<file path="config.mk">
export PLATFORM = sky130hd
export DESIGN_NAME = fifo_read_controller
export DESIGN_NICKNAME = d
export VERILOG_FILES = /design/src/rtl/fifo_ctrl_pkg.sv /design/src/rtl/fifo_out_skid.sv /design/src/rtl/fifo_read_controller.sv
export SDC_FILE = /design/constraint.sdc
export NUM_CORES = 1
export LEC_CHECK = 0
export CAP_MARGIN = 25
export CORE_AREA = 2 2 92 50
export DETAILED_ROUTE_END_ITERATION = 10
export DIE_AREA = 0 0 94 52
export PLACE_DENSITY_LB_ADDON = 0.1
export RECOVER_POWER = 50
export SETUP_SLACK_MARGIN = 0.2
export SYNTH_ARGS = -nofsm -noshare
export SYNTH_HDL_FRONTEND = slang
export SYNTH_HIERARCHICAL = 1
export SYNTH_SLANG_ARGS = --single-unit
</file>
<file path="constraint.sdc">
create_clock -name clk -period 2.3 [get_ports clk]
set_input_delay 0.46 -clock clk [delete_from_list [all_inputs] [get_ports clk]]
set_output_delay 0.46 -clock clk [all_outputs]
set_load 0.05 [all_outputs]
</file>
<file path="src/rtl/fifo_ctrl_pkg.sv">
// Shared constants and FSM encoding for the fifo_memory reader-side controller.
package fifo_ctrl_pkg;

  localparam int ST_FULL_BIT  = 0;
  localparam int ST_EMPTY_BIT = 1;
  localparam int SKID_DEPTH   = 2;

  typedef enum logic [1:0] {
    IDLE  = 2'd0,
    RUN   = 2'd1,
    FLUSH = 2'd2,
    DONE  = 2'd3
  } ctrl_state_e;

endpackage

</file>
<file path="src/rtl/fifo_out_skid.sv">
// Two-entry in-order output buffer; head entry drives the stream, push lands at the next edge.
// Push and pop in the same cycle leave occupancy unchanged; the caller guarantees no overflow.
module fifo_out_skid #(
  parameter int DATA_SIZE = 8
) (
  input  logic                 clk,
  input  logic                 rst,
  input  logic                 push_i,
  input  logic [DATA_SIZE-1:0] push_data_i,
  input  logic                 pop_i,
  output logic [1:0]           occ_o,
  output logic [DATA_SIZE-1:0] head_data_o,
  output logic                 head_valid_o
);
  import fifo_ctrl_pkg::*;

  logic [DATA_SIZE-1:0] mem_q [SKID_DEPTH];
  logic                 rd_ptr_q;
  logic [1:0]           occ_q;
  logic [1:0]           occ_d;
  logic                 wr_ptr;

  // Tail slot sits one past the head when a single entry is held.
  assign wr_ptr = rd_ptr_q ^ occ_q[0];

  always_comb begin
    occ_d = occ_q;
    if (push_i && !pop_i) begin
      occ_d = occ_q + 2'd1;
    end else if (pop_i && !push_i) begin
      occ_d = occ_q - 2'd1;
    end
  end

  always_ff @(posedge clk or posedge rst) begin
    if (rst) begin
      for (int i = 0; i < SKID_DEPTH; i++) begin
        mem_q[i] <= '0;
      end
      rd_ptr_q <= 1'b0;
      occ_q    <= 2'd0;
    end else begin
      if (push_i) begin
        mem_q[wr_ptr] <= push_data_i;
      end
      if (pop_i) begin
        rd_ptr_q <= ~rd_ptr_q;
      end
      occ_q <= occ_d;
    end
  end

  assign occ_o        = occ_q;
  assign head_data_o  = mem_q[rd_ptr_q];
  assign head_valid_o = (occ_q != 2'd0);

endmodule

</file>
<file path="src/rtl/fifo_read_controller.sv">
// Reads a programmed burst from fifo_memory and streams it out in order over valid/ready.
// RE at edge E lands in the skid at E+1; reads stop once buffered plus in-flight words fill both slots.
module fifo_read_controller #(
  parameter int ADDR_SIZE = 3,
  parameter int DEPTH     = 8,
  parameter int DATA_SIZE = 8
) (
  input  logic                 clk,
  input  logic                 rst,
  input  logic                 start,
  input  logic [ADDR_SIZE:0]   burst_len,
  input  logic [1:0]           fifo_st,
  input  logic [DATA_SIZE-1:0] fifo_data_out,
  output logic                 fifo_re,
  output logic [DATA_SIZE-1:0] m_data,
  output logic                 m_valid,
  input  logic                 m_ready,
  output logic                 busy,
  output logic                 done,
  output logic [ADDR_SIZE:0]   rd_count
);
  import fifo_ctrl_pkg::*;

  localparam int         CNT_W   = ADDR_SIZE + 1;
  localparam logic [2:0] CREDITS = 3'(SKID_DEPTH);

  if (DEPTH != (1 << ADDR_SIZE)) begin : g_depth_chk
    $error("DEPTH must equal 2**ADDR_SIZE");
  end

  ctrl_state_e      state_q, state_d;
  logic [CNT_W-1:0] len_q, len_d;
  logic [CNT_W-1:0] issued_q, issued_d;
  logic [CNT_W-1:0] rd_count_q, rd_count_d;
  logic             inflight_q;
  logic             pop;
  logic [1:0]       buf_occ;
  logic [2:0]       slots_used;
  logic             unused_full;

  assign unused_full = fifo_st[ST_FULL_BIT];

  fifo_out_skid #(
    .DATA_SIZE(DATA_SIZE)
  ) u_skid (
    .clk          (clk),
    .rst          (rst),
    .push_i       (inflight_q),
    .push_data_i  (fifo_data_out),
    .pop_i        (pop),
    .occ_o        (buf_occ),
    .head_data_o  (m_data),
    .head_valid_o (m_valid)
  );

  assign pop = m_valid && m_ready;

  // A word popped this cycle frees its slot before a read issued now can land,
  // which is what keeps RE high back-to-back when the consumer is keeping up.
  assign slots_used = 3'(buf_occ) + 3'(inflight_q) - 3'(pop);

  assign fifo_re  = (state_q == RUN) && !fifo_st[ST_EMPTY_BIT] &&
                    (issued_q < len_q) && (slots_used < CREDITS);
  assign busy     = (state_q == RUN) || (state_q == FLUSH);
  assign done     = (state_q == DONE);
  assign rd_count = rd_count_q;

  always_comb begin
    state_d    = state_q;
    len_d      = len_q;
    issued_d   = fifo_re ? issued_q + CNT_W'(1) : issued_q;
    rd_count_d = pop ? rd_count_q + CNT_W'(1) : rd_count_q;
    unique case (state_q)
      IDLE: begin
        if (start) begin
          len_d      = burst_len;
          issued_d   = '0;
          rd_count_d = '0;
          state_d    = (burst_len == '0) ? DONE : RUN;
        end
      end
      RUN: begin
        if (issued_q == len_q) begin
          state_d = FLUSH;
        end
      end
      FLUSH: begin
        if (!inflight_q && (buf_occ == 2'd0)) begin
          state_d = DONE;
        end
      end
      DONE: begin
        state_d = IDLE;
      end
      default: begin
        state_d = IDLE;
      end
    endcase
  end

  always_ff @(posedge clk or posedge rst) begin
    if (rst) begin
      state_q    <= IDLE;
      len_q      <= '0;
      issued_q   <= '0;
      rd_count_q <= '0;
      inflight_q <= 1'b0;
    end else begin
      state_q    <= state_d;
      len_q      <= len_d;
      issued_q   <= issued_d;
      rd_count_q <= rd_count_d;
      inflight_q <= fifo_re;
    end
  end

endmodule
</file>
After elaboration in Yosys (flattened, before gate mapping)
Index checks and enable logic that the tools add are counted.
{ "word_totals": {"regBits": 34, "latch_bits": 0, "ramBits": 0, "mem_bits_ro": 0, "input_bits": 18, "out_inout_bits": 16, "wordCells": 69, "memories": 0} }
{ "op_classes": {"addsub": 6, "n_mul": 0, "n_div": 0, "order_cmp": 5, "n_eq_ne": 7, "shifts": 0, "mux": 19, "n_bitwise": 4, "n_reduce_logical": 19} }
{ "op_table": {"columns": ["operator", "n"], "rows": [
  ["$mux W8", 4],
  ["$mux W4", 6],
  ["$bwmux W16", 1],
  ["$mux W2", 6],
  ["$add A4 B1 Y4 const B", 2],
  ["$demux W8 S1", 1],
  ["$logic_and A1 B1 Y1", 8],
  ["$pmux W2 S4", 1],
  ["$eq A2 B2 Y1 const B", 2],
  ["$eq A4 B4 Y1", 1],
  ["$ge A2 B2 Y1 const B", 2],
  ["$logic_not A2 Y1", 2],
  ["$logic_not A4 Y1", 1],
  ["$lt A4 B4 Y1", 1],
  ["$ne A2 B1 Y1 const B", 2],
  ["$not A1 Y2", 2],
  ["$reduce_bool A2 Y1", 2],
  ["$add A2 B1 Y3", 1],
  ["$logic_not A1 Y1", 3],
  ["$lt A3 B2 Y1 const B", 1],
  ["$reduce_and A3 Y1", 1],
  ["$sub A3 B1 Y3", 1],
  ["$add A2 B1 Y2 const B", 1],
  ["$eq A2 B1 Y1 const B", 1],
  ["other kinds (7)", 7]
]} }

Depth between registers and ports, before layout
{ "logic_depth": {"ltp_word": 8, "depth_mapped": 9, "depth_no_buf": 9} }

Hierarchy
The synthesis kept the hierarchy.
{ "by_module_without_submodules": {"columns": ["mod", "n_inst", "cells_each", "area_each_um2", "seq_area_each_um2"], "rows": [
  ["fifo_read_controller", 1, 94, 912.1, 375.4],
  ["fifo_out_skid", 1, 58, 885.8, 475.5]
]} }

Least setup slack after synthesis
Ideal clock, no wire load.
{ "synth_timing": {"kind": "flip-flop to flip-flop", "startpoint": "register u_skid.occ_q[0], in the netlist u_skid/occ_o[0]", "endpoint": "register issued_q[0]", "arrival_ps": 2937, "required_time_ps": 2175, "path_slack_ps": -762, "path_stages_with_launch": 10, "period_less_slack_ps": 3062, "cell_sequence": "dfrtp_1 or2_2 nand2_1 and2_2 o21ai_0 fa_1 and4bb_2 nand2_1 nor3_4 mux2_2"} }
{ "synth_via": {"elab_chain_len": 8} }
{ "synth_rtl": {"columns": ["item", "line_no", "text"], "rows": [
  ["start: declaration", "fifo_out_skid.sv:19", "logic [1:0] occ_q;"],
  ["start signal: assignment", "fifo_out_skid.sv:41", "occ_q <= 2'd0;"],
  ["start signal: assignment", "fifo_out_skid.sv:49", "occ_q <= occ_d;"],
  ["$reduce_bool A2 Y1 (*)", "fifo_out_skid.sv:55", "assign head_valid_o = (occ_q != 2'd0);"],
  ["named net m_valid", "fifo_read_controller.sv:16", "output logic m_valid,"],
  ["$logic_and A1 B1 Y1 (*)", "fifo_read_controller.sv:56", "assign pop = m_valid && m_ready;"],
  ["$sub A3 B1 Y3 (*)", "fifo_read_controller.sv:60", "assign slots_used = 3'(buf_occ) + 3'(inflight_q) - 3'(pop);"],
  ["$lt A3 B2 Y1 (*)", "fifo_read_controller.sv:63", "(issued_q < len_q) && (slots_used < CREDITS);"],
  ["$logic_and A1 B1 Y1 (*)", "fifo_read_controller.sv:63", null],
  ["named net fifo_re", "fifo_read_controller.sv:14", "output logic fifo_re,"],
  ["$mux W4 (*)", "fifo_read_controller.sv:71", "issued_d = fifo_re ? issued_q + CNT_W'(1) : issued_q;"],
  ["$mux W4", "fifo_read_controller.sv:75", "if (start) begin"],
  ["$mux W4 (*)", "fifo_read_controller.sv:73", "unique case (state_q)"],
  ["named net issued_d[0]", "fifo_read_controller.sv:33", "logic [CNT_W-1:0] issued_q, issued_d;"],
  ["end signal: assignment", "fifo_read_controller.sv:111", "issued_q <= issued_d;"],
  ["end: declaration", "fifo_read_controller.sv:33", null]
]} }
The timed path passes the listed nets; every way through them passes the cells marked *.
A chain may end at the register's enable or synchronous reset.

Final worst setup path
{ "layout_timing": {"startpoint": "register u_skid.occ_q[1], in the netlist u_skid/occ_o[1]", "endpoint": "output port fifo_re"} }
{ "layout_via": {"elab_chain_len": 5} }
{ "layout_rtl": {"columns": ["item", "line_no"], "rows": [
  ["branches (longest 2 deep; another with $add A2 B1 Y3)", null],
  ["$sub A3 B1 Y3 (*)", "fifo_read_controller.sv:60"],
  ["$lt A3 B2 Y1 (*)", "fifo_read_controller.sv:63"],
  ["$logic_and A1 B1 Y1 (*)", "fifo_read_controller.sv:63"],
  ["end: declaration", "fifo_read_controller.sv:14"]
]} }
Every way passes the cells marked *.

==> impl_metrics.py <==
metrics = {
    "drt": {
        "drt_iter0_drc": 21,
        "firstDrtPassIters": 4,
        "vias_per_cell": 4.798,
        "wl_per_cell_microns": 14.65,
        "detail-route-antenna-nets": 0,
        "drc": 0,
        "num_vias": 1257,
        "wl_microns": 3837,
    },
    "sta": {
        "report.final.slew_viol_count": 0,
        "setup_viol_count_final": 6,
        "finalCritPeriodShare_pct": 124.5,
        "max_freq_ghz": 0.3492,
        "setup_tns_ns": -1.940,
        "maxSlewHeadroom_pct": 50.89,
        "whs_ns": 0.4893,
        "rsz0062_at_grt": "true",
        "finalClockSkew_ns": 0.006383,
        "tightestPinTransition_ns": 0.7358,
        "period_minus_slack_ns": 2.864,
        "fin_ws_ns": -0.5636,
        "hold_violations": 0,
    },
    "worst_setup_path": {
        "critical_path.max_fanout": 3,
        "crit_path_start_kind": "flop",
        "worstPathCellList": "or2_4, nand2_4, and2_4, o21ai_2, fa_1, and4bb_2, nand2_2, nor3_4, buf_12",
        "cpMaxStageDelayCell": "fa_1",
        "path_buf_inv": 1,
        "endpoint_kind": "output port",
        "cp_data_required_time_ns": 1.84,
        "cp.arrival_ns": 2.40,
        "path_class": "flop to output port",
        "critPathTopFamily": "simple AND/OR/NAND/NOR gates",
        "critPathMaxStageDelay_ns": 0.47,
    },
    "hold_path": {
        "hold_path_class": "flop to flop",
    },
    "clocking": {
        "cts_root_buf": "clkbuf_8",
        "clk_path_buf_depth": 2,
        "clock-sinks": 34,
        "insertion_delay_ns": 0.29,
        "cts_tree": "built",
        "htreeDepth": 2,
        "numCtsBuffers": 5,
        "clk_pin_slew_ns": 0.07,
    },
    "synthesis": {
        "async_reset_ff_share_pct": 100.0,
        "synth_flop_cell": "dfrtp_1",
        "synth_top_area_share_pct": 47.32,
        "ys_types": 32,
        "synth_warnings": 6,
        "ys_top_cells_by_count": "34 x dfrtp_1, 17 x mux2_2, 17 x nand2_1, 12 x ha_1, 12 x inv_1",
        "synth_cells": 152,
        "synth_seq_cells": 34,
        "syn-cell-area_sq_um": 1798,
        "synth-seq-area-share_pct": 47.32,
        "synth_area_per_cell_sq_um": 11.83,
        "synth_edf_count": 0,
        "synth_top_area_cell": "dfrtp_1",
        "yosysMostFrequentCell": "dfrtp_1",
        "syn-num-nets": 183,
        "synth_area_leaders": "dfrtp_1 47%, mux2_2 11%, ha_1 8.4%",
    },
    "grt": {
        "grt_pass1_wl_microns": 6113,
        "grt_pass1_vias": 1291,
        "grt_max_degree": 20,
        "track_usage_pct": 17.04,
        "grt_overflow": 0,
        "antenna_found_initial": 0,
    },
    "status": {
        "violations": "negative setup slack",
        "outcome": "complete, but fails checks",
    },
    "pwr": {
        "power_uw": 3749,
        "pwr_density_cell_nw_per_um2": 1535,
        "leakagePower_uw": 0.001152,
        "ir_drop_v": 0.0006428,
    },
    "placed_design": {
        "io_buffers": 32,
        "post-place-ws_ns": -0.6532,
        "globalplace.congestion": 0.8034,
        "hpwl_microns": 2872,
        "placed_cell_area_sq_um": 2243,
    },
    "cells_and_area": {
        "areaGrowthSynthToFinish_pct": 35.84,
        "diodes": 0,
        "fin_area_sq_um": 2442,
        "fin_nets": 235,
        "layout-drive-gt1-share_pct": 33.66,
    },
    "floorplanning": {
        "ios": 34,
        "initial_core_util_pct": 43.35,
        "core-area_sq_um": 4148,
        "die_area_sq_um": 4888,
        "fp.dieH_microns": 52,
        "die_w_microns": 94,
        "std_cell_rows": 17,
    },
    "job": {
        "cap_violations": 0,
    },
}
==> registers in the layout, indices dropped and copies added, names as in the netlist <==
signal	count
u_skid/mem_q	16
issued_q	4
len_q	4
rd_count	4
state_q	2
u_skid/occ_o	2
inflight_q	1
u_skid/rd_ptr_q	1
==> cell type report <==
type / count / area, sq um
Fill cell: 350 / 1705
Multi-Input combinational cell: 103 / 928.4
Sequential cell: 34 / 852.1
Timing Repair Buffer: 48 / 435.4
Clock buffer: 8 / 110.1
Tap cell: 57 / 71.32
Inverter: 12 / 45.04
==> power breakdown <==
| group | internal, uW | switching, uW | total (uW) |
|---|---|---|---|
| Combinational | 912 | 1260 | 2170 |
| Sequential | 869 | 198 | 1070 |
| Clock | 302 | 211 | 513 |
| Total | 2080 | 1670 | 3750 |
==> worst paths after layout <==
| path | from | slack [ns] | cells after the start | endpoint |
|---|---|---|---|---|
| max in group asynchronous | rst | 1.02 | 2 | u_skid/occ_o[0] |
| setup / recovery | u_skid/occ_o[1] | -0.56 | 9 | fifo_re |
| setup reg to reg | u_skid/occ_o[1] | -0.37 | 12 | issued_q[0] |
| hold reg to reg | len_q[0] | 0.49 | 2 | len_q[0] |
| min in group asynchronous | rst | 0.70 | 2 | rd_count[0] |
| hold / removal | len_q[0] | 0.49 | 2 | len_q[0] |
==> cell usage in the layout, fill, tap and decap left out, types with 2 or more instances in the layout <==
| cell | count |
|---|---|
| mux2i_1 | 3 |
| nand4_1 | 2 |
| a21oi_1 | 2 |
| inv_1 | 12 |
| o21ai_0 | 4 |
| dlygate4sd2_1 | 3 |
| nand3_1 | 2 |
| xor2_1 | 7 |
| mux2_4 | 9 |
| mux2_2 | 16 |
| xnor2_1 | 2 |
| dfrtp_1 | 33 |
| nand2_1 | 15 |
| buf_6 | 4 |
| clkdlybuf4s50_1 | 18 |
| buf_4 | 20 |
| ha_1 | 12 |
| nor2_1 | 8 |
| clkbuf_8 | 8 |
==> through the flow <==
step | utilization [%] | std cells
2_1_floorplan | - | 152
3_3_place_gp | 54.09 | 247
3_5_place_dp | 54.09 | 247
4_1_cts | 58.52 | 260
5_1_grt | 58.88 | 262
6_report | 58.88 | 262
==> worst reg2reg max path, stage by stage, from the launching register on <==
cell and delay, ns:
dfrtp_1 0.38, or2_4 0.27, nand2_4 0.09, and2_4 0.15, o21ai_2 0.05, fa_1 0.47, and4bb_2 0.25, nand2_2 0.08
nor3_4 0.19, buf_4 0.16, buf_6 0.08, buf_6 0.09, mux2_4 0.29
==> routing by layer <==
layer | part of all wire (%) | wire length (microns) | track usage, % | vias to the layer above
met3 | 3.9 | 149 | 4.058 | 4
li1 | - | - | - | 624
met5 | 0 | 0 | 0 | -
met4 | 0.78 | 30 | 5.797 | 0
met2 | 44 | 1697 | 26.55 | 27
met1 | 51 | 1960 | 23.61 | 602
==> cells by family (layout without fill, tap and decap cells) <==
| group | Yosys count | in the layout | synth area share [%] |
|---|---|---|---|
| DFF | 34 | 34 | 47.32 |
| and+or+nand+nor | 41 | 41 | 11.48 |
| xor gates and xnor gates | 9 | 9 | 4.384 |
| adders and majority gates | 13 | 13 | 9.464 |
| AOI/OAI and AO/OA | 12 | 12 | 4.384 |
| muxes | 28 | 28 | 19.00 |
| buffers and inverters | 15 | 68 | 3.966 |
==> repair_timing <==
item | 4_1_cts | 5_1_grt
gates resized for setup | 10 | 1
pin swaps | 2 | 0
hold buffers | 0 | 0
setup buffers | 5 | 2
setup endpoints to repair | 8 | 6
(Power assumes the default switching activity.)
==> patch 1: new RTL, config.mk and constraints unchanged <==
Reset style: synchronous (`rst`), changed in 2 clocked blocks.
--- a/src/rtl/fifo_out_skid.sv
+++ b/src/rtl/fifo_out_skid.sv
@@ -32,7 +32,7 @@
     end
   end
 
-  always_ff @(posedge clk or posedge rst) begin
+  always_ff @(posedge clk) begin
     if (rst) begin
       for (int i = 0; i < SKID_DEPTH; i++) begin
         mem_q[i] <= '0;
--- a/src/rtl/fifo_read_controller.sv
+++ b/src/rtl/fifo_read_controller.sv
@@ -98,7 +98,7 @@
     endcase
   end
 
-  always_ff @(posedge clk or posedge rst) begin
+  always_ff @(posedge clk) begin
     if (rst) begin
       state_q    <= IDLE;
       len_q      <= '0;
Formal check against the unedited RTL: differs if rst is asserted again (counterexample within 4 cycles, from zero or initial values and one cycle with rst high); with rst held inactive, the same outputs for 10 cycles.
==> patch 1 against the unedited design <==
- the run still ends with setup timing left
- sequential power is 24% lower
- global-route usage is 2.5 points higher
- sequential cell count is 1 higher
- routed wire length is 14% higher
- worst setup slack better by 0.13 ns
- cell area is 0.77% higher
- total power is 29% lower
- area after synthesis is 1.2% lower
==> patch 1: results (changes against the unedited design) <==
setup violators final 5 (-1); Area contributors post-synth edfxtp_1 (27%), dfxtp_1 (21%), ha_1 (8.5%), nor2_1 (6.1%), mux2_2 (5.7%); detailed-route wire length 4.39 mm (+14%); Critical Path AT 2.27 ns (-0.13 ns); final net count 263 (+12%); first-pass GRT wire length 6.77 mm (+11%); final non-filler cell total 290 (+11%); FILL cells 376 (+7.4%); asr flop ratio synth 0% (-100 points); Setup WS post-layout -0.435 ns (+0.129 ns); Post-synth EDFFs 16 (+16); Total Routing Usage GR 19.6% (+2.5 points); share of synthesized area spent on multiplexers 7.39% (-12 points); register area share after synthesis 48.5% (+1.1 points); count of cell types in the netlist 38 (+19%); Primary FF master, synth dfxtp_1; Max VDD drop 0.551 mV (-14%); DP Area 2260 um2 (+0.95%); Static Leak 1.03 nW (-11%); routed vias 1,452 (+16%); failing checks setup timing; syn_nets 205 (+12%); pin count of the biggest net entering global routing 12 (-40%); status finished with violations; worst slack, placed -0.559 ns (+0.0942 ns); final setup TNS -1.71 ns (+0.231 ns); clk_skew 0.00816 ns (+0.00177 ns); DRT iter0 DRCs 65 (+210%); layout cell share with drive strength beyond 1 22.3% (-11 points)
## patch 1: changes by cell type after synthesis, moves of 8 or more
cell      before  now
dfrtp_1       34    0
mux2_2        17    9
nor2_1         9   29
dfxtp_1        0   19
edfxtp_1       0   16
mux2_4         8    0
## patch 1: layer usage
| metal | vias up | wire length, um | global-route usage [%] |
|---|---|---|---|
| met5 | - | 0 | 0 |
| met4 | 0 | 91 | 9.42 |
| met3 | 8 | 176 | 5.07 |
| met2 | 37 | 1880 | 28.6 |
| met1 | 691 | 2250 | 27.1 |
| li1 | 716 | - | - |
## patch 1: repair_timing
action                                 in CTS  in global routing
endpoints found under the hold margin       0                  0
buffers inserted                            9                  2
setup endpoints to repair                  12                  7
pin swaps                                   2                  0
resized for setup                          19                  5
## patch 1: area by class of cell
type,instances,area (um2),area share (%)
clock buffers,6,72.6,2.95
clock inverters,2,8.76,0.356
inverters,8,30.0,1.22
multi-input cells,127,921,37.4
flip-flops and latches,35,863,35.1
well taps,57,71.3,2.90
repair buffers,55,494,20.1
## patch 1: worst paths after layout
| check | start | endpoint | slack [ns] | depth (start not counted) |
|---|---|---|---|---|
| setup / recovery | u_skid/occ_o[0]$_SDFFE_PP0P_ | fifo_re | -0.43 | 9 |
| hold reg to reg | len_q[2]$_SDFFE_PP0P_ | len_q[2]$_SDFFE_PP0P_ | 0.46 | 2 |
| hold / removal | len_q[2]$_SDFFE_PP0P_ | len_q[2]$_SDFFE_PP0P_ | 0.46 | 2 |
| setup reg to reg | u_skid/occ_o[0]$_SDFFE_PP0P_ | issued_q[0]$_SDFF_PP0_ | -0.38 | 14 |
## patch 1: power by group
group          leakage (nW)  internal, W  switching (W)
sequential            0.321     0.000737      0.0000766
clock                0.0426     0.000208       0.000228
combinational         0.667     0.000581       0.000835
total                  1.03      0.00153        0.00114
==> patch 2: new RTL, config.mk and constraints unchanged <==
Made on the original files. `DATA_SIZE` is set to 8 in 2 places; all go to 4.
--- a/src/rtl/fifo_out_skid.sv
+++ b/src/rtl/fifo_out_skid.sv
@@ -1,7 +1,7 @@
 // Two-entry in-order output buffer; head entry drives the stream, push lands at the next edge.
 // Push and pop in the same cycle leave occupancy unchanged; the caller guarantees no overflow.
 module fifo_out_skid #(
-  parameter int DATA_SIZE = 8
+  parameter int DATA_SIZE = 4
 ) (
   input  logic                 clk,
   input  logic                 rst,
--- a/src/rtl/fifo_read_controller.sv
+++ b/src/rtl/fifo_read_controller.sv
@@ -3,7 +3,7 @@
 module fifo_read_controller #(
   parameter int ADDR_SIZE = 3,
   parameter int DEPTH     = 8,
-  parameter int DATA_SIZE = 8
+  parameter int DATA_SIZE = 4
 ) (
   input  logic                 clk,
   input  logic                 rst,
Interface: changed (resized fifo_data_out and m_data); port bits go from 34 to 26. The function was not compared with the original's and may differ.
==> patch 2 against the unedited design <==
- the run still ends with setup timing left
- clock skew decreased by 0.0027 ns
- critical path depth unchanged
- die area unchanged
- area after synthesis decreased by 19%
- combinational power decreased by 23%
- sequential cell count decreased by 8
- routed wire length decreased by 22%
- hold slack improved by 0.018 ns
- largest cell class unchanged
- cell count decreased by 12%
- cell area decreased by 19%
- worst setup slack improved by 0.037 ns
- total power decreased by 26%
==> patch 2: results (changes against the unedited design) <==
status finished with violations; failing checks setup timing; final worst path period share 123% (-1.6 points); Total Routing Usage GR 14.6% (-2.5 points); global placement routability congestion 0.839 (+4.5%); IO buf count 24 (-25%); post-detail-place hpwl 2.36 mm (-18%); Least-Margin Pin Slew 0.589 ns (-0.147 ns); Critical Path AT 2.37 ns (-0.03 ns); # clk buffers 4 (-4); Comb. pwr 0.00167 W (-23%); number of global-route vias before repair 1,066 (-17%); pin count of the biggest net entering global routing 16 (-20%); setup violators final 6 (unchanged); fraction of area in multi-input gates 39.2% (+1.2 points); Setup WS post-layout -0.526 ns (+0.0375 ns); final net count 202 (-14%); clk_skew 0.00370 ns (-0.00268 ns); wl on met1 1.67 mm (-15%); Internal 0.00151 W (-28%); Clock H-tree levels 1 (-1); M3 GR Usage 4.20% (+0.14 points); met3 routed WL 137 um (-8.1%); register share of total power 28.9% (+0.4 points); area grow syn2layout 37.1%; first-pass GRT wire length 5.24 mm (-14%); multi-input gate count 91 (-12%); DR WL met2 1.15 mm (-32%); HP Start u_skid/mem_q[0]$_DFFE_PP0P_; register area share after synthesis 44.9% (-2.4 points); Synth top cells by count dfrtp_1 (26), nand2_1 (17), ha_1 (12), inv_1 (12); layout cell share with drive strength beyond 1 27.6% (-6.1 points)
patch 2: cell count changes after synthesis:
cell,before,now
dfrtp_1,34,26
mux2_2,17,9
mux2_4,8,4
patch 2: cells by family (layout without fill, tap and decap cells):
logic type	Yosys count	after routing	synth area share (%)
muxes	16	16	13.2
AOI/OAI and AO/OA	12	12	5.44
DFF	26	26	44.9
adders and majority gates	13	13	11.8
xor gates and xnor gates	9	9	5.45
buffers and inverters	15	57	4.93
and+or+nand+nor	41	41	14.3
patch 2: through the flow:
| stage | utilization, % | TNS [ns] | total power, W | instances | hold WS, ns |
|---|---|---|---|---|---|
| after global placement | 44.2 | -2.63 | 0.00243 | 219 | 0.481 |
| after floorplan | - | -2.27 | 0.00197 | 132 | 0.312 |
| after CTS | 47.2 | -1.24 | 0.00277 | 228 | 0.514 |
| after global routing | 47.8 | -2.37 | 0.00298 | 231 | 0.539 |
| after detailed placement | 44.2 | -2.63 | 0.00245 | 219 | 0.492 |
| final | 47.8 | -1.63 | 0.00276 | 231 | 0.508 |
